[src/rtl/ball_sprite_render.sv]
// rtl/ball_sprite_render.sv - ball sprite overlay stage with bitmap RAM interface and CPU register decode
module ball_sprite_render #(
  parameter int CD         = 12,
  parameter int ADDR_WIDTH = 8,
  parameter int DATA_WIDTH = 2,
  parameter int SIZE       = 16
) (
  input  logic                  clk,
  input  logic                  reset_n,
  input  logic [10:0]           x,
  input  logic [10:0]           y,
  input  logic [CD-1:0]         si_rgb,
  output logic [CD-1:0]         so_rgb,
  input  logic                  wr_en,
  input  logic [8:0]            wr_addr,
  input  logic [31:0]           wr_data,
  output logic [ADDR_WIDTH-1:0] ram_addr_r,
  input  logic [DATA_WIDTH-1:0] ram_dout,
  output logic                  ram_we,
  output logic [ADDR_WIDTH-1:0] ram_addr_w,
  output logic [DATA_WIDTH-1:0] ram_din
);

  // shadow and active sprite origin
  logic [10:0]   sbx, sby, abx, aby;
  logic          enable;
  logic [CD-1:0] pal1, pal2, pal3;

  // stage 1 / stage 2 pipeline registers
  logic          hit1, hit2;
  logic [CD-1:0] rgb1, rgb2;

  // position compares widened by one bit so the sprite end never wraps
  logic [11:0]   x_end, y_end;
  logic          in_x, in_y;
  logic [3:0]    dx, dy;
  logic          frame_start;
  logic          reg_wr;

  // upper write-data bits are not used by any register
  logic          unused_wr_data;
  assign unused_wr_data = &{1'b0, wr_data[31:CD]};

  assign x_end       = {1'b0, abx} + 12'(SIZE);
  assign y_end       = {1'b0, aby} + 12'(SIZE);
  assign in_x        = ({1'b0, x} >= {1'b0, abx}) && ({1'b0, x} < x_end);
  assign in_y        = ({1'b0, y} >= {1'b0, aby}) && ({1'b0, y} < y_end);
  assign dx          = x[3:0] - abx[3:0];
  assign dy          = y[3:0] - aby[3:0];
  assign frame_start = (x == 11'd0) && (y == 11'd0);
  assign reg_wr      = wr_en && !wr_addr[8];

  // register file: shadow position, ctrl, palette; active position commits at frame start
  always_ff @(posedge clk or negedge reset_n) begin
    if (!reset_n) begin
      sbx    <= '0;
      sby    <= '0;
      abx    <= '0;
      aby    <= '0;
      enable <= 1'b0;
      pal1   <= CD'(12'hFFF);
      pal2   <= CD'(12'h000);
      pal3   <= CD'(12'h888);
    end else begin
      // commit reads the pre-write shadow, so a same-cycle write lands next frame
      if (frame_start) begin
        abx <= sbx;
        aby <= sby;
      end
      if (reg_wr) begin
        case (wr_addr[2:0])
          3'd0:    sbx    <= wr_data[10:0];
          3'd1:    sby    <= wr_data[10:0];
          3'd2:    enable <= wr_data[0];
          3'd3:    pal1   <= wr_data[CD-1:0];
          3'd4:    pal2   <= wr_data[CD-1:0];
          3'd5:    pal3   <= wr_data[CD-1:0];
          default: ;
        endcase
      end
    end
  end

  // bitmap RAM write port: registered copy of CPU bitmap writes
  always_ff @(posedge clk or negedge reset_n) begin
    if (!reset_n) begin
      ram_we     <= 1'b0;
      ram_addr_w <= '0;
      ram_din    <= '0;
    end else begin
      ram_we <= wr_en && wr_addr[8];
      if (wr_en && wr_addr[8]) begin
        ram_addr_w <= ADDR_WIDTH'(wr_addr[7:0]);
        ram_din    <= wr_data[DATA_WIDTH-1:0];
      end
    end
  end

  // stages 1 and 2: hit test, read address (held on miss), pixel delay
  always_ff @(posedge clk or negedge reset_n) begin
    if (!reset_n) begin
      hit1       <= 1'b0;
      hit2       <= 1'b0;
      rgb1       <= '0;
      rgb2       <= '0;
      ram_addr_r <= '0;
    end else begin
      hit1 <= enable && in_x && in_y;
      rgb1 <= si_rgb;
      if (enable && in_x && in_y) begin
        ram_addr_r <= ADDR_WIDTH'({dy, dx});
      end
      hit2 <= hit1;
      rgb2 <= rgb1;
    end
  end

  // stage 3: palette lookup with index 0 transparent
  always_ff @(posedge clk or negedge reset_n) begin
    if (!reset_n) begin
      so_rgb <= '0;
    end else if (hit2 && (ram_dout != '0)) begin
      case (ram_dout)
        2'd1:    so_rgb <= pal1;
        2'd2:    so_rgb <= pal2;
        default: so_rgb <= pal3;
      endcase
    end else begin
      so_rgb <= rgb2;
    end
  end

endmodule

[config.mk]
export PLATFORM = sky130hd
export DESIGN_NAME = ball_sprite_render
export DESIGN_NICKNAME = d
export VERILOG_FILES = /design/src/rtl/ball_sprite_render.sv
export SDC_FILE = /design/constraint.sdc
export NUM_CORES = 1
export LEC_CHECK = 0
export BUFFER_PORTS_ARGS = -buffer_cell sky130_fd_sc_hd__buf_2
export CAP_MARGIN = 20
export CORE_AREA = 2 2 174 133
export CTS_BUF_LIST = sky130_fd_sc_hd__clkbuf_8
export DETAILED_ROUTE_END_ITERATION = 7
export DIE_AREA = 0 0 176 135
export SETUP_SLACK_MARGIN = 0.05
export SLEW_MARGIN = 30
export SYNTH_ARGS = -nofsm -noshare
export SYNTH_HDL_FRONTEND = slang
export SYNTH_SLANG_ARGS = --single-unit
[constraint.sdc]
create_clock -name clk -period 4 [get_ports clk]
set_clock_uncertainty 0.05 [all_clocks]
set_input_delay 0.4 -clock clk [delete_from_list [all_inputs] [get_ports clk]]
set_output_delay 0.4 -clock clk [all_outputs]
set_load 0.01 [all_outputs]
==> impl_metrics.prom, run 1 <==
# TYPE chip_impl_metric gauge
chip_impl_metric{name="dr_total_vias",unit=""} 4202
chip_impl_metric{name="part_of_the_yosys_area_used_for_sequential_elements",unit=""} 0.5500
chip_impl_metric{name="maxClockFrequency",unit="MHz"} 340.5
chip_impl_metric{name="numClockSinks",unit=""} 138
chip_impl_metric{name="globalRouteOverflowTotal",unit=""} 0
chip_impl_metric{name="grt_max_degree",unit=""} 83
chip_impl_metric{name="crit_fanout",unit=""} 9
chip_impl_metric{name="synthXorXnorAreaFrac",unit=""} 0.01943
chip_impl_metric{name="synthArstFlopShare",unit=""} 1.000
chip_impl_metric{name="gpl.final_weighted_congestion",unit=""} 0.7968
chip_impl_metric{name="detail_route.wirelength",unit="um"} 14010
chip_impl_info{name="root_buffer",value="clkbuf_8"} 1
chip_impl_info{name="cp-startpoint",value="abx[4]"} 1
chip_impl_metric{name="route.detailed.wl_per_inst",unit="um"} 14.97
chip_impl_metric{name="syn_avg_cell_area",unit="sq um"} 12.23
chip_impl_metric{name="finalSetupViolations",unit=""} 0
chip_impl_metric{name="grt_use_met3",unit=""} 0.03913
chip_impl_metric{name="max_stage_delay",unit="ns"} 0.54
chip_impl_metric{name="synth_compound_gate_area_share",unit=""} 0.08999
chip_impl_metric{name="crit_required",unit="ns"} 4.30
chip_impl_metric{name="antenna_cells_inserted",unit=""} 0
chip_impl_metric{name="detail_route.iter0.violations",unit=""} 205
chip_impl_metric{name="layout-area-overhead-vs-synth",unit="%"} 22.08
chip_impl_metric{name="start_util",unit=""} 0.2878
chip_impl_info{name="hold_path_class",value="in2reg"} 1
chip_impl_metric{name="leakagePower",unit="uW"} 0.003709
chip_impl_metric{name="globalRouteMet2Util",unit=""} 0.1826
chip_impl_metric{name="core-area",unit="sq mm"} 0.02193
chip_impl_metric{name="crit_path_time_final",unit="ns"} 2.937
chip_impl_info{name="crit_chain",value="ha_1 -> xnor2_1 -> ha_1 -> nand2_1 -> a2111oi_1 -> a2111oi_0 -> o32a_1 -> nand4_4 -> mux2_4"} 1
chip_impl_metric{name="yosys_warnings",unit=""} 0
chip_impl_info{name="run_status",value="complete, no violations"} 1
chip_impl_metric{name="vdd.ir_drop.worst",unit="mV"} 0.1795
chip_impl_metric{name="layout.core_utilization",unit=""} 0.3513
chip_impl_metric{name="synthesis.nets",unit=""} 639
chip_impl_metric{name="first_global_vias",unit=""} 4320
chip_impl_metric{name="std_cell_rows",unit=""} 47
chip_impl_metric{name="synth_area",unit="sq mm"} 0.006312
chip_impl_info{name="slowest_stage",value="a2111oi_0"} 1
chip_impl_metric{name="final_max_slew_viol_count",unit=""} 0
chip_impl_metric{name="fin_crit_sh",unit=""} 0.7343
chip_impl_metric{name="cp_data_arrival_time",unit="ns"} 3.24
chip_impl_metric{name="portBuffers",unit=""} 90
chip_impl_metric{name="dieHeight",unit="um"} 135
chip_impl_metric{name="detail_route.drc_violations",unit=""} 0
chip_impl_metric{name="synth_cell_types",unit=""} 44
chip_impl_metric{name="grt_pass1_wl",unit="um"} 22970
chip_impl_info{name="largest_family_of_logic_cells_by_synthesized_area",value="multiplexers"} 1
chip_impl_metric{name="drive_gt1_frac",unit=""} 0.3489
chip_impl_info{name="ys_top_cells_by_area",value="dfrtp_1 49%, mux2_2 13%, ha_1 8.1%"} 1
chip_impl_metric{name="hold_viol_final",unit=""} 0
chip_impl_info{name="hold_start",value="wr_addr[4]"} 1
chip_impl_metric{name="post_synth_inst_count",unit=""} 516
chip_impl_metric{name="edff_count_synth",unit=""} 0
chip_impl_metric{name="timing.max_slew.rel_slack",unit=""} 0.4386
chip_impl_metric{name="num-nets-final",unit=""} 752
chip_impl_metric{name="chipWidth",unit="um"} 176
chip_impl_metric{name="yosys.area_share.simple",unit=""} 0.07730
chip_impl_metric{name="hpwl",unit="um"} 10170
chip_impl_metric{name="max-clock-path-buffers",unit=""} 2
chip_impl_metric{name="grt_antenna_before_repair",unit=""} 1
chip_impl_metric{name="clk_pin_slew",unit="ns"} 0.09
chip_impl_metric{name="cap_viol_max_count",unit=""} 0
chip_impl_metric{name="die_area",unit="sq mm"} 0.02376
chip_impl_metric{name="track_usage",unit=""} 0.1256
chip_impl_info{name="critPathLaunchType",value="register"} 1
chip_impl_metric{name="synth_top_cell_area_share",unit=""} 0.4876
chip_impl_info{name="grt_setup_unrepaired",value="no"} 1
chip_impl_info{name="end_kind",value="register"} 1
chip_impl_info{name="setup.worst_path.class",value="reg2reg"} 1
chip_impl_metric{name="tritoncts.num_buffers",unit=""} 17
chip_impl_metric{name="clkLatencyLatePin",unit="ns"} 0.46
chip_impl_metric{name="synth_adder_area_share",unit=""} 0.08761
chip_impl_metric{name="synth.ff_latch_count",unit=""} 138
chip_impl_info{name="grt.busiest_layer",value="met2"} 1
chip_impl_info{name="netlist_top_cells_count",value="123 x dfrtp_1, 71 x mux2_2, 55 x nand2_1"} 1
chip_impl_metric{name="floorplan.io_pins",unit=""} 111
chip_impl_info{name="tritoncts",value="built"} 1
chip_impl_metric{name="finalSetupTns",unit="ns"} 0
chip_impl_metric{name="powerDensity",unit="mW/mm^2"} 431.6
chip_impl_info{name="critical_path.most_common_cell",value="ha_1"} 1
chip_impl_metric{name="number_of_fillers_in_the_final_layout",unit=""} 2213
chip_impl_info{name="post-synth-top-area-cell",value="dfrtp_1"} 1
chip_impl_metric{name="yosys-mux-area-fraction",unit=""} 0.1433
chip_impl_metric{name="ant_nets",unit=""} 0
chip_impl_info{name="regToRegStartpoint",value="abx[4]"} 1
chip_impl_info{name="dominantRegCellSynth",value="dfrtp_1"} 1
chip_impl_metric{name="cts-htree-levels",unit=""} 4
chip_impl_metric{name="post_cts.resized_instances",unit=""} 0
chip_impl_info{name="most_frequently_used_cell_type_in_the_post_synthesis_netlist",value="dfrtp_1"} 1
chip_impl_metric{name="worst_slew_pin_slew",unit="ns"} 0.8358
chip_impl_metric{name="detail_route.vias_per_cell",unit=""} 4.489
chip_impl_metric{name="firstDrtPassIters",unit=""} 4
chip_impl_metric{name="met1_usage",unit=""} 0.1789
-- metal layers --
| layer | vias up | wire length, um |
|---|---|---|
| met3 | 11 | 726 |
| met1 | 2081 | 7098 |
| met4 | 2 | 140 |
| met2 | 70 | 6039 |
| met5 | - | 7 |
| li1 | 2038 | - |
-- sequential cells by signal, summed over array words and instances, names as in the netlist --
signal      count
sbx            11
aby            11
sby            11
ram_addr_r      8
hit2            1
so_rgb         12
abx            11
hit1            1
pal1           12
enable          1
pal2           12
pal3           12
rgb1           12
ram_we          1
ram_addr_w      8
rgb2           12
ram_din         2
-- stage by stage --
stage / hold WS (ns) / instance area, sq um / total power, uW / cells / setup slack (ns)
finish: 0.1120 / 7706 / 3326 / 936 / 1.063
global route: 0.09093 / 7706 / 3489 / 936 / 0.8614
CTS: 0.08668 / 7706 / 3369 / 936 / 1.025
detailed placement: 0.2847 / 7133 / 2072 / 891 / 0.9432
global placement: 0.2814 / 7133 / 2056 / 891 / 0.9588
floorplan: 0.05441 / 6312 / 1907 / 516 / 1.471
-- worst max-delay path: cells and delay by family (launching register included) --
kind	cells	cell delay (ns)
muxes	1	0.39
adders and majority gates	2	0.50
xor gates and xnor gates	1	0.18
and+or+nand+nor	2	0.37
AOI/OAI and AO/OA	3	0.90
DFF	1	0.43
-- worst paths after layout --
kind	endpoint	slack, ns	cells past startpoint
max in group asynchronous	pal1[8]	2.43	3
setup reg to reg	ram_addr_r[6]	1.06	9
hold reg to reg	rgb2[7]	0.30	0
setup / recovery	ram_addr_r[6]	1.06	9
min in group asynchronous	ram_addr_r[3]	0.45	2
hold / removal	ram_addr_w[4]	0.11	2
-- timing repair --
action,in CTS,in global routing
hold endpoints to repair,87,0
endpoints found under the setup margin,0,0
buffers inserted,0,0
hold buffers,13,0
-- cell usage in the layout (no fill, tap or decap), types with 3 or more instances in the layout --
cell,synthesis,final
a21o_1,8,8
a21oi_1,13,13
a22oi_1,12,12
buf_2,4,89
buf_4,0,7
bufinv_16,0,4
clkbuf_8,0,18
clkinv_4,0,3
dfrtp_1,123,123
dfstp_2,15,15
dlygate4sd3_1,0,13
ha_1,41,41
inv_1,37,38
inv_6,0,4
mux2_2,71,71
mux2_4,5,5
mux2i_1,3,3
nand2_1,55,55
nand2b_1,3,3
nand3_1,8,8
nor2_1,6,6
nor3_1,3,3
nor4_1,4,4
o21ai_0,46,46
o21ai_1,3,3
xnor2_1,13,13
-- power breakdown --
group / total, uW / switching, uW / internal [uW] / leakage, uW
Combinational: 378 / 175 / 203 / 0.00191
Sequential: 1670 / 79.8 / 1590 / 0.00157
Clock: 1280 / 575 / 702 / 0.000230
-- cells by family (layout without fill, tap and decap cells) --
kind of cell             after synthesis  in the layout
XOR/XNOR                              14             14
buffers and inverters                 53            179
flip-flops                           138            138
multiplexers                          79             79
AO/OA/AOI/OAI                         93             93
AND/OR/NAND/NOR                       96             96
adder cells (fa/ha/maj)               43             43
-- final cells by class --
| class | count | area, sq um | area share |
|---|---|---|---|
| clock buffers | 18 | 247.7 | 0.03215 |
| clock inverters | 14 | 195.2 | 0.02533 |
| inverters | 37 | 138.9 | 0.01802 |
| multi-input cells | 325 | 2645 | 0.3432 |
| flip-flops and latches | 138 | 3472 | 0.4506 |
| well taps | 294 | 367.9 | 0.04774 |
| repair buffers | 110 | 639.4 | 0.08297 |
No activity file was read; power rests on OpenSTA's default activity.
==> run 2, diff against run 1 <==
- clock period: 4 -> 2.5 ns (I/O delays scaled with it)
==> impl_metrics.prom, run 2 (synthesis gave the netlist of run 1 again) <==
# TYPE chip_impl_metric gauge
chip_impl_metric{name="ant_nets",unit=""} 0
chip_impl_metric{name="antenna_cells_inserted",unit=""} 0
chip_impl_metric{name="detailed_place.area",unit="sq mm"} 0.007453
chip_impl_metric{name="tritoncts.num_buffers",unit=""} 17
chip_impl_metric{name="leakagePower",unit="uW"} 0.003948
chip_impl_metric{name="die_area",unit="sq mm"} 0.02376
chip_impl_info{name="final_cell_mix",value="123 x dfrtp_1, 89 x buf_2, 71 x mux2_2, 54 x nand2_1, 46 x o21ai_0"} 1
chip_impl_metric{name="track_usage",unit=""} 0.1332
chip_impl_info{name="grt_setup_unrepaired",value="yes"} 1
chip_impl_metric{name="comb_power_share",unit=""} 0.124
chip_impl_metric{name="chipWidth",unit="um"} 176
chip_impl_metric{name="grt_antenna_before_repair",unit=""} 3
chip_impl_metric{name="gpl.final_weighted_congestion",unit=""} 0.8590
chip_impl_metric{name="portBuffers",unit=""} 90
chip_impl_metric{name="num-nets-final",unit=""} 800
chip_impl_metric{name="p_clk_frac",unit=""} 0.363
chip_impl_metric{name="clk_pin_slew",unit="ns"} 0.08
chip_impl_metric{name="timing.max_slew.rel_slack",unit=""} 0.4456
chip_impl_metric{name="dp_worst_setup_slack",unit="ns"} -0.2354
chip_impl_info{name="most_common_library_cell_in_the_layout_ignoring_fill_and_taps",value="dfrtp_1"} 1
chip_impl_metric{name="max-clock-path-buffers",unit=""} 2
chip_impl_metric{name="number_of_fillers_in_the_final_layout",unit=""} 2165
chip_impl_info{name="end_kind",value="register"} 1
chip_impl_metric{name="vdd.ir_drop.worst",unit="mV"} 0.2805
chip_impl_metric{name="dr_total_vias",unit=""} 4411
chip_impl_metric{name="finalSetupViolations",unit=""} 9
chip_impl_metric{name="floorplan.io_pins",unit=""} 111
chip_impl_metric{name="powerDensity",unit="mW/mm^2"} 639.6
chip_impl_metric{name="numClockSinks",unit=""} 138
chip_impl_info{name="hold_path_class",value="in2reg"} 1
chip_impl_metric{name="core-area",unit="sq mm"} 0.02193
chip_impl_metric{name="cts-htree-levels",unit=""} 4
chip_impl_metric{name="dieHeight",unit="um"} 135
chip_impl_metric{name="clkLatencyLatePin",unit="ns"} 0.44
chip_impl_metric{name="std_cell_rows",unit=""} 47
chip_impl_info{name="critPathLaunchType",value="register"} 1
chip_impl_metric{name="hpwl",unit="um"} 10830
chip_impl_info{name="tritoncts",value="built"} 1
chip_impl_metric{name="detail_route.wirelength",unit="um"} 14880
chip_impl_metric{name="crit_fanout",unit=""} 7
chip_impl_metric{name="first_global_vias",unit=""} 4647
chip_impl_metric{name="crit_path_time_final",unit="ns"} 2.674
chip_impl_metric{name="fraction_of_power_consumed_by_sequential_logic",unit=""} 0.513
chip_impl_metric{name="swShare",unit=""} 0.2462
chip_impl_metric{name="maxClockFrequency",unit="MHz"} 374.0
chip_impl_metric{name="detail_route.iter0.violations",unit=""} 218
chip_impl_metric{name="hold_viol_final",unit=""} 0
chip_impl_metric{name="fin_ws",unit="ns"} -0.1736
chip_impl_metric{name="power",unit="uW"} 5214
chip_impl_info{name="violated_checks",value="negative setup slack"} 1
chip_impl_metric{name="drive_gt1_frac",unit=""} 0.4000
chip_impl_metric{name="detail_route.drc_violations",unit=""} 0
chip_impl_metric{name="grt_max_degree",unit=""} 57
chip_impl_metric{name="route.detailed.wl_per_inst",unit="um"} 15.13
chip_impl_info{name="setup.worst_path.class",value="reg2reg"} 1
chip_impl_metric{name="cp_data_arrival_time",unit="ns"} 2.96
chip_impl_metric{name="crit_required",unit="ns"} 2.78
chip_impl_metric{name="fin_crit_sh",unit=""} 1.069
chip_impl_metric{name="worst_slew_pin_slew",unit="ns"} 0.8317
chip_impl_metric{name="layout.cell_area.non_filler",unit="sq mm"} 0.008152
chip_impl_metric{name="cap_viol_max_count",unit=""} 0
chip_impl_info{name="run_status",value="finished, violations left"} 1
chip_impl_metric{name="final_max_slew_viol_count",unit=""} 0
chip_impl_metric{name="start_util",unit=""} 0.2878
chip_impl_metric{name="grt_pass1_wl",unit="um"} 24310
chip_impl_metric{name="globalRouteOverflowTotal",unit=""} 0
chip_impl_metric{name="detail_route.vias_per_cell",unit=""} 4.483
chip_impl_metric{name="layout-area-overhead-vs-synth",unit="%"} 29.14
chip_impl_metric{name="firstDrtPassIters",unit=""} 4
chip_impl_metric{name="netSwitchingPower",unit="uW"} 1284
chip_impl_metric{name="p_int",unit="uW"} 3930
chip_impl_info{name="root_buffer",value="clkbuf_8"} 1
[run 2: path summary, 6_finish.rpt]
path                                   from            end  slack [ns]  cells past startpoint
worst max-delay path                 abx[5]  ram_addr_r[1]       -0.17                     10
worst min-delay path            wr_data[11]       pal1[11]        0.04                      2
worst max register to register       abx[5]  ram_addr_r[1]       -0.17                     10
worst min register to register      rgb1[5]        rgb2[5]        0.30                      0
max in group asynchronous           reset_n        pal3[7]        1.37                      3
min in group asynchronous           reset_n  ram_addr_r[3]        0.28                      2
[run 2: power groups by stage]
stage | Sequential (uW) | Combinational [uW] | Clock, uW
floorplan | 2700 | 355 | 0
global placement | 2710 | 611 | 0
detailed placement | 2720 | 625 | 0
CTS | 2680 | 652 | 1960
global route | 2710 | 726 | 2060
finish | 2680 | 646 | 1890
[run 2: critical path: stages, from the launching register on]
cell and delay (ns):
dfrtp_1 0.41, ha_2 0.32, inv_1 0.04, ha_1 0.28, inv_1 0.07, a2111oi_4 0.34, a2111oi_2 0.08, buf_4 0.14
o32a_1 0.31, nand4_4 0.21, mux2_4 0.32
[run 2: final cells by class]
cell class | count | area [sq um] | area share
flip-flops and latches | 138 | 3472 | 0.4259
repair buffers | 158 | 1051 | 0.1289
clock buffers | 19 | 261.5 | 0.03208
well taps | 294 | 367.9 | 0.04513
multi-input cells | 325 | 2708 | 0.3322
inverters | 37 | 138.9 | 0.01704
clock inverters | 13 | 152.6 | 0.01873
[run 2: metal layers]
| metal | vias to the layer above | track usage | share of wire |
|---|---|---|---|
| met5 | - | 0 | 0.0018 |
| met3 | 17 | 0.04223 | 0.062 |
| met2 | 95 | 0.1964 | 0.43 |
| met1 | 2151 | 0.1896 | 0.50 |
| met4 | 4 | 0.03306 | 0.0081 |
| li1 | 2144 | - | - |
[run 2: through the flow]
stage	setup TNS, ns	std cells	hold WS (ns)	utilization
2_1_floorplan	0	516	-0.09559	-
3_3_place_gp	-1.632	930	0.2041	0.3398
3_5_place_dp	-1.740	930	0.2084	0.3398
4_1_cts	-1.490	984	0.01083	0.3700
5_1_grt	-2.587	984	0.01809	0.3716
6_report	-1.176	984	0.04335	0.3716
[run 2: timing repair]
action,in CTS,in global routing
gates cloned,0,0
resized for setup,8,7
hold buffers,19,0
setup buffers,3,0
endpoints found under the hold margin,71,0
endpoints found under the setup margin,9,9
pin swaps,6,7
==> run 3, diff against run 2 <==
- BUFFER_PORTS_ARGS: -buffer_cell sky130_fd_sc_hd__buf_2 -> not set
- DONT_BUFFER_PORTS: not set -> 1
- SETUP_SLACK_MARGIN: 0.05 -> 0.5
==> impl_metrics.prom, run 3 (synthesis gave the netlist of run 1 again) <==
# TYPE chip_impl_metric gauge
chip_impl_info{name="run_status",value="finished, violations left"} 1
chip_impl_info{name="violated_checks",value="negative hold slack, negative setup slack"} 1
chip_impl_metric{name="globalRouteOverflowTotal",unit=""} 0
chip_impl_metric{name="hpwl",unit="um"} 10900
chip_impl_metric{name="cp_data_arrival_time",unit="ns"} 2.94
chip_impl_metric{name="power",unit="uW"} 5194
chip_impl_metric{name="track_usage",unit=""} 0.1342
chip_impl_metric{name="number_of_fillers_in_the_final_layout",unit=""} 2183
chip_impl_metric{name="grt_pass1_wl",unit="um"} 24630
chip_impl_metric{name="crit_fanout",unit=""} 7
chip_impl_metric{name="grt_antenna_before_repair",unit=""} 2
chip_impl_info{name="most_common_library_cell_in_the_layout_ignoring_fill_and_taps",value="dfrtp_1"} 1
chip_impl_info{name="end_kind",value="register"} 1
chip_impl_metric{name="rrSetupSlack",unit="ns"} -0.16
chip_impl_metric{name="clkLatencyLatePin",unit="ns"} 0.44
chip_impl_metric{name="fin_crit_sh",unit=""} 1.063
chip_impl_metric{name="start_util",unit=""} 0.2878
chip_impl_metric{name="ant_nets",unit=""} 0
chip_impl_metric{name="gpl.final_weighted_congestion",unit=""} 0.8579
chip_impl_metric{name="vdd.ir_drop.worst",unit="mV"} 0.4005
chip_impl_metric{name="core-area",unit="sq mm"} 0.02193
chip_impl_metric{name="std_cell_rows",unit=""} 47
chip_impl_metric{name="detail_route.wirelength",unit="um"} 15260
chip_impl_metric{name="die_area",unit="sq mm"} 0.02376
chip_impl_metric{name="max-clock-path-buffers",unit=""} 2
chip_impl_metric{name="worst_slew_pin_slew",unit="ns"} 0.8363
chip_impl_metric{name="route.detailed.wl_per_inst",unit="um"} 16.97
chip_impl_metric{name="chipWidth",unit="um"} 176
chip_impl_info{name="critPathLaunchType",value="register"} 1
chip_impl_metric{name="timing.max_slew.rel_slack",unit=""} 0.4424
chip_impl_metric{name="final_cells",unit=""} 899
chip_impl_metric{name="powerDensity",unit="mW/mm^2"} 664.6
chip_impl_metric{name="portBuffers",unit=""} 0
chip_impl_metric{name="final_max_slew_viol_count",unit=""} 0
chip_impl_info{name="final_cell_mix",value="122 x dfrtp_1, 71 x mux2_2, 54 x nand2_1, 45 x o21ai_0, 39 x buf_4"} 1
chip_impl_metric{name="crit_path_time_final",unit="ns"} 2.657
chip_impl_metric{name="finalSetupViolations",unit=""} 9
chip_impl_info{name="root_buffer",value="clkbuf_8"} 1
chip_impl_info{name="hold_path_class",value="in2async"} 1
chip_impl_metric{name="detail_route.iter0.violations",unit=""} 201
chip_impl_metric{name="num-nets-final",unit=""} 715
chip_impl_metric{name="dr_total_vias",unit=""} 4222
chip_impl_metric{name="firstDrtPassIters",unit=""} 5
chip_impl_metric{name="first_global_vias",unit=""} 4697
chip_impl_metric{name="maxClockFrequency",unit="MHz"} 376.4
chip_impl_info{name="setup.worst_path.class",value="reg2reg"} 1
chip_impl_metric{name="layout-area-overhead-vs-synth",unit="%"} 23.83
chip_impl_metric{name="grt_max_degree",unit=""} 139
chip_impl_metric{name="dieHeight",unit="um"} 135
chip_impl_metric{name="cts-htree-levels",unit=""} 4
chip_impl_metric{name="hold_viol_final",unit=""} 138
chip_impl_metric{name="leakagePower",unit="uW"} 0.003617
chip_impl_metric{name="whs",unit="ns"} -0.5540
chip_impl_metric{name="floorplan.io_pins",unit=""} 111
chip_impl_metric{name="cap_viol_max_count",unit=""} 0
chip_impl_info{name="tritoncts",value="built"} 1
chip_impl_metric{name="crit_required",unit="ns"} 2.78
chip_impl_metric{name="drive_gt1_frac",unit=""} 0.3107
chip_impl_metric{name="clk_pin_slew",unit="ns"} 0.08
chip_impl_info{name="grt_setup_unrepaired",value="yes"} 1
chip_impl_metric{name="antenna_cells_inserted",unit=""} 0
chip_impl_metric{name="tritoncts.num_buffers",unit=""} 17
chip_impl_metric{name="fin_ws",unit="ns"} -0.1567
chip_impl_metric{name="numClockSinks",unit=""} 138
chip_impl_metric{name="detail_route.vias_per_cell",unit=""} 4.696
chip_impl_metric{name="cts_hold_repair.buffers",unit=""} 32
chip_impl_metric{name="reg2regPathDepth",unit=""} 11
chip_impl_metric{name="dp_cells",unit=""} 831
chip_impl_metric{name="detail_route.drc_violations",unit=""} 0
-- run 3: cell count changes in the layout (fill, tap and decap cells not counted), sizes merged --
cell         before  now
inv              39   41
clkbuf           19   17
buf             139   41
clkinv            5    6
bufinv            3    4
dlygate4sd3      19   32
clkinvlp          3    1
-- run 3: final timing paths --
kind | start | to
setup / recovery | abx[5] | ram_addr_r[1]
hold / removal | reset_n | ram_addr_r[2]
setup reg to reg | abx[5] | ram_addr_r[1]
hold reg to reg | rgb1[11] | rgb2[11]
max in group asynchronous | reset_n | pal3[7]
min in group clk | x[0] | ram_addr_r[0]
-- run 3: final cells by class --
class	count	area, sq um	area share
Sequential cell	138	3473	0.4444
Multi-Input combinational cell	325	2768	0.3541
Timing Repair Buffer	73	635.6	0.08132
Tap cell	294	367.9	0.04706
Clock buffer	17	234.0	0.02993
Clock inverter	15	198.9	0.02545
Inverter	37	138.9	0.01777
-- run 3: worst max-delay path, cell delays in order, from the launching register on --
cell	delay, ns
dfrtp_1	0.42
buf_6	0.12
and3_4	0.19
nand3_4	0.07
xnor2_2	0.14
ha_1	0.29
a21o_1	0.18
a21oi_2	0.13
o22ai_1	0.09
a211oi_2	0.24
nand4_4	0.27
mux2_4	0.36
-- run 3: routing by layer --
| layer | vias to the layer above | global-route usage | routed length, um |
|---|---|---|---|
| li1 | 1966 | - | - |
| met1 | 2139 | 0.1799 | 6969 |
| met2 | 99 | 0.2143 | 7123 |
| met3 | 16 | 0.03941 | 988 |
| met4 | 2 | 0.03306 | 171 |
| met5 | - | 0 | 8 |
-- run 3: repair_timing --
action                     4_1_cts  5_1_grt
hold endpoints to repair       219      138
gates cloned                     0        0
setup buffers                    3        1
resized for setup               11        8
pin swaps                       13        3
setup endpoints to repair        9        9
-- run 3: metrics by stage --
step,utilization,area (sq um),TNS (ns),hold slack [ns],setup WS [ns]
2_1_floorplan,-,6352,0,-0.09559,0.08966
3_3_place_gp,0.3165,6942,-1.864,-0.09232,-0.2412
3_5_place_dp,0.3165,6942,-1.903,-0.09239,-0.2515
4_1_cts,0.3542,7770,-1.631,-0.5756,-0.2199
5_1_grt,0.3563,7816,-2.566,-0.5865,-0.3036
6_report,0.3563,7816,-1.195,-0.5540,-0.1567
-- run 3: report_power, final --
part / leakage, uW / switching [uW] / internal (uW)
Sequential: 0.00157 / 163 / 2550
Clock: 0.000222 / 896 / 1090
Combinational: 0.00182 / 196 / 301
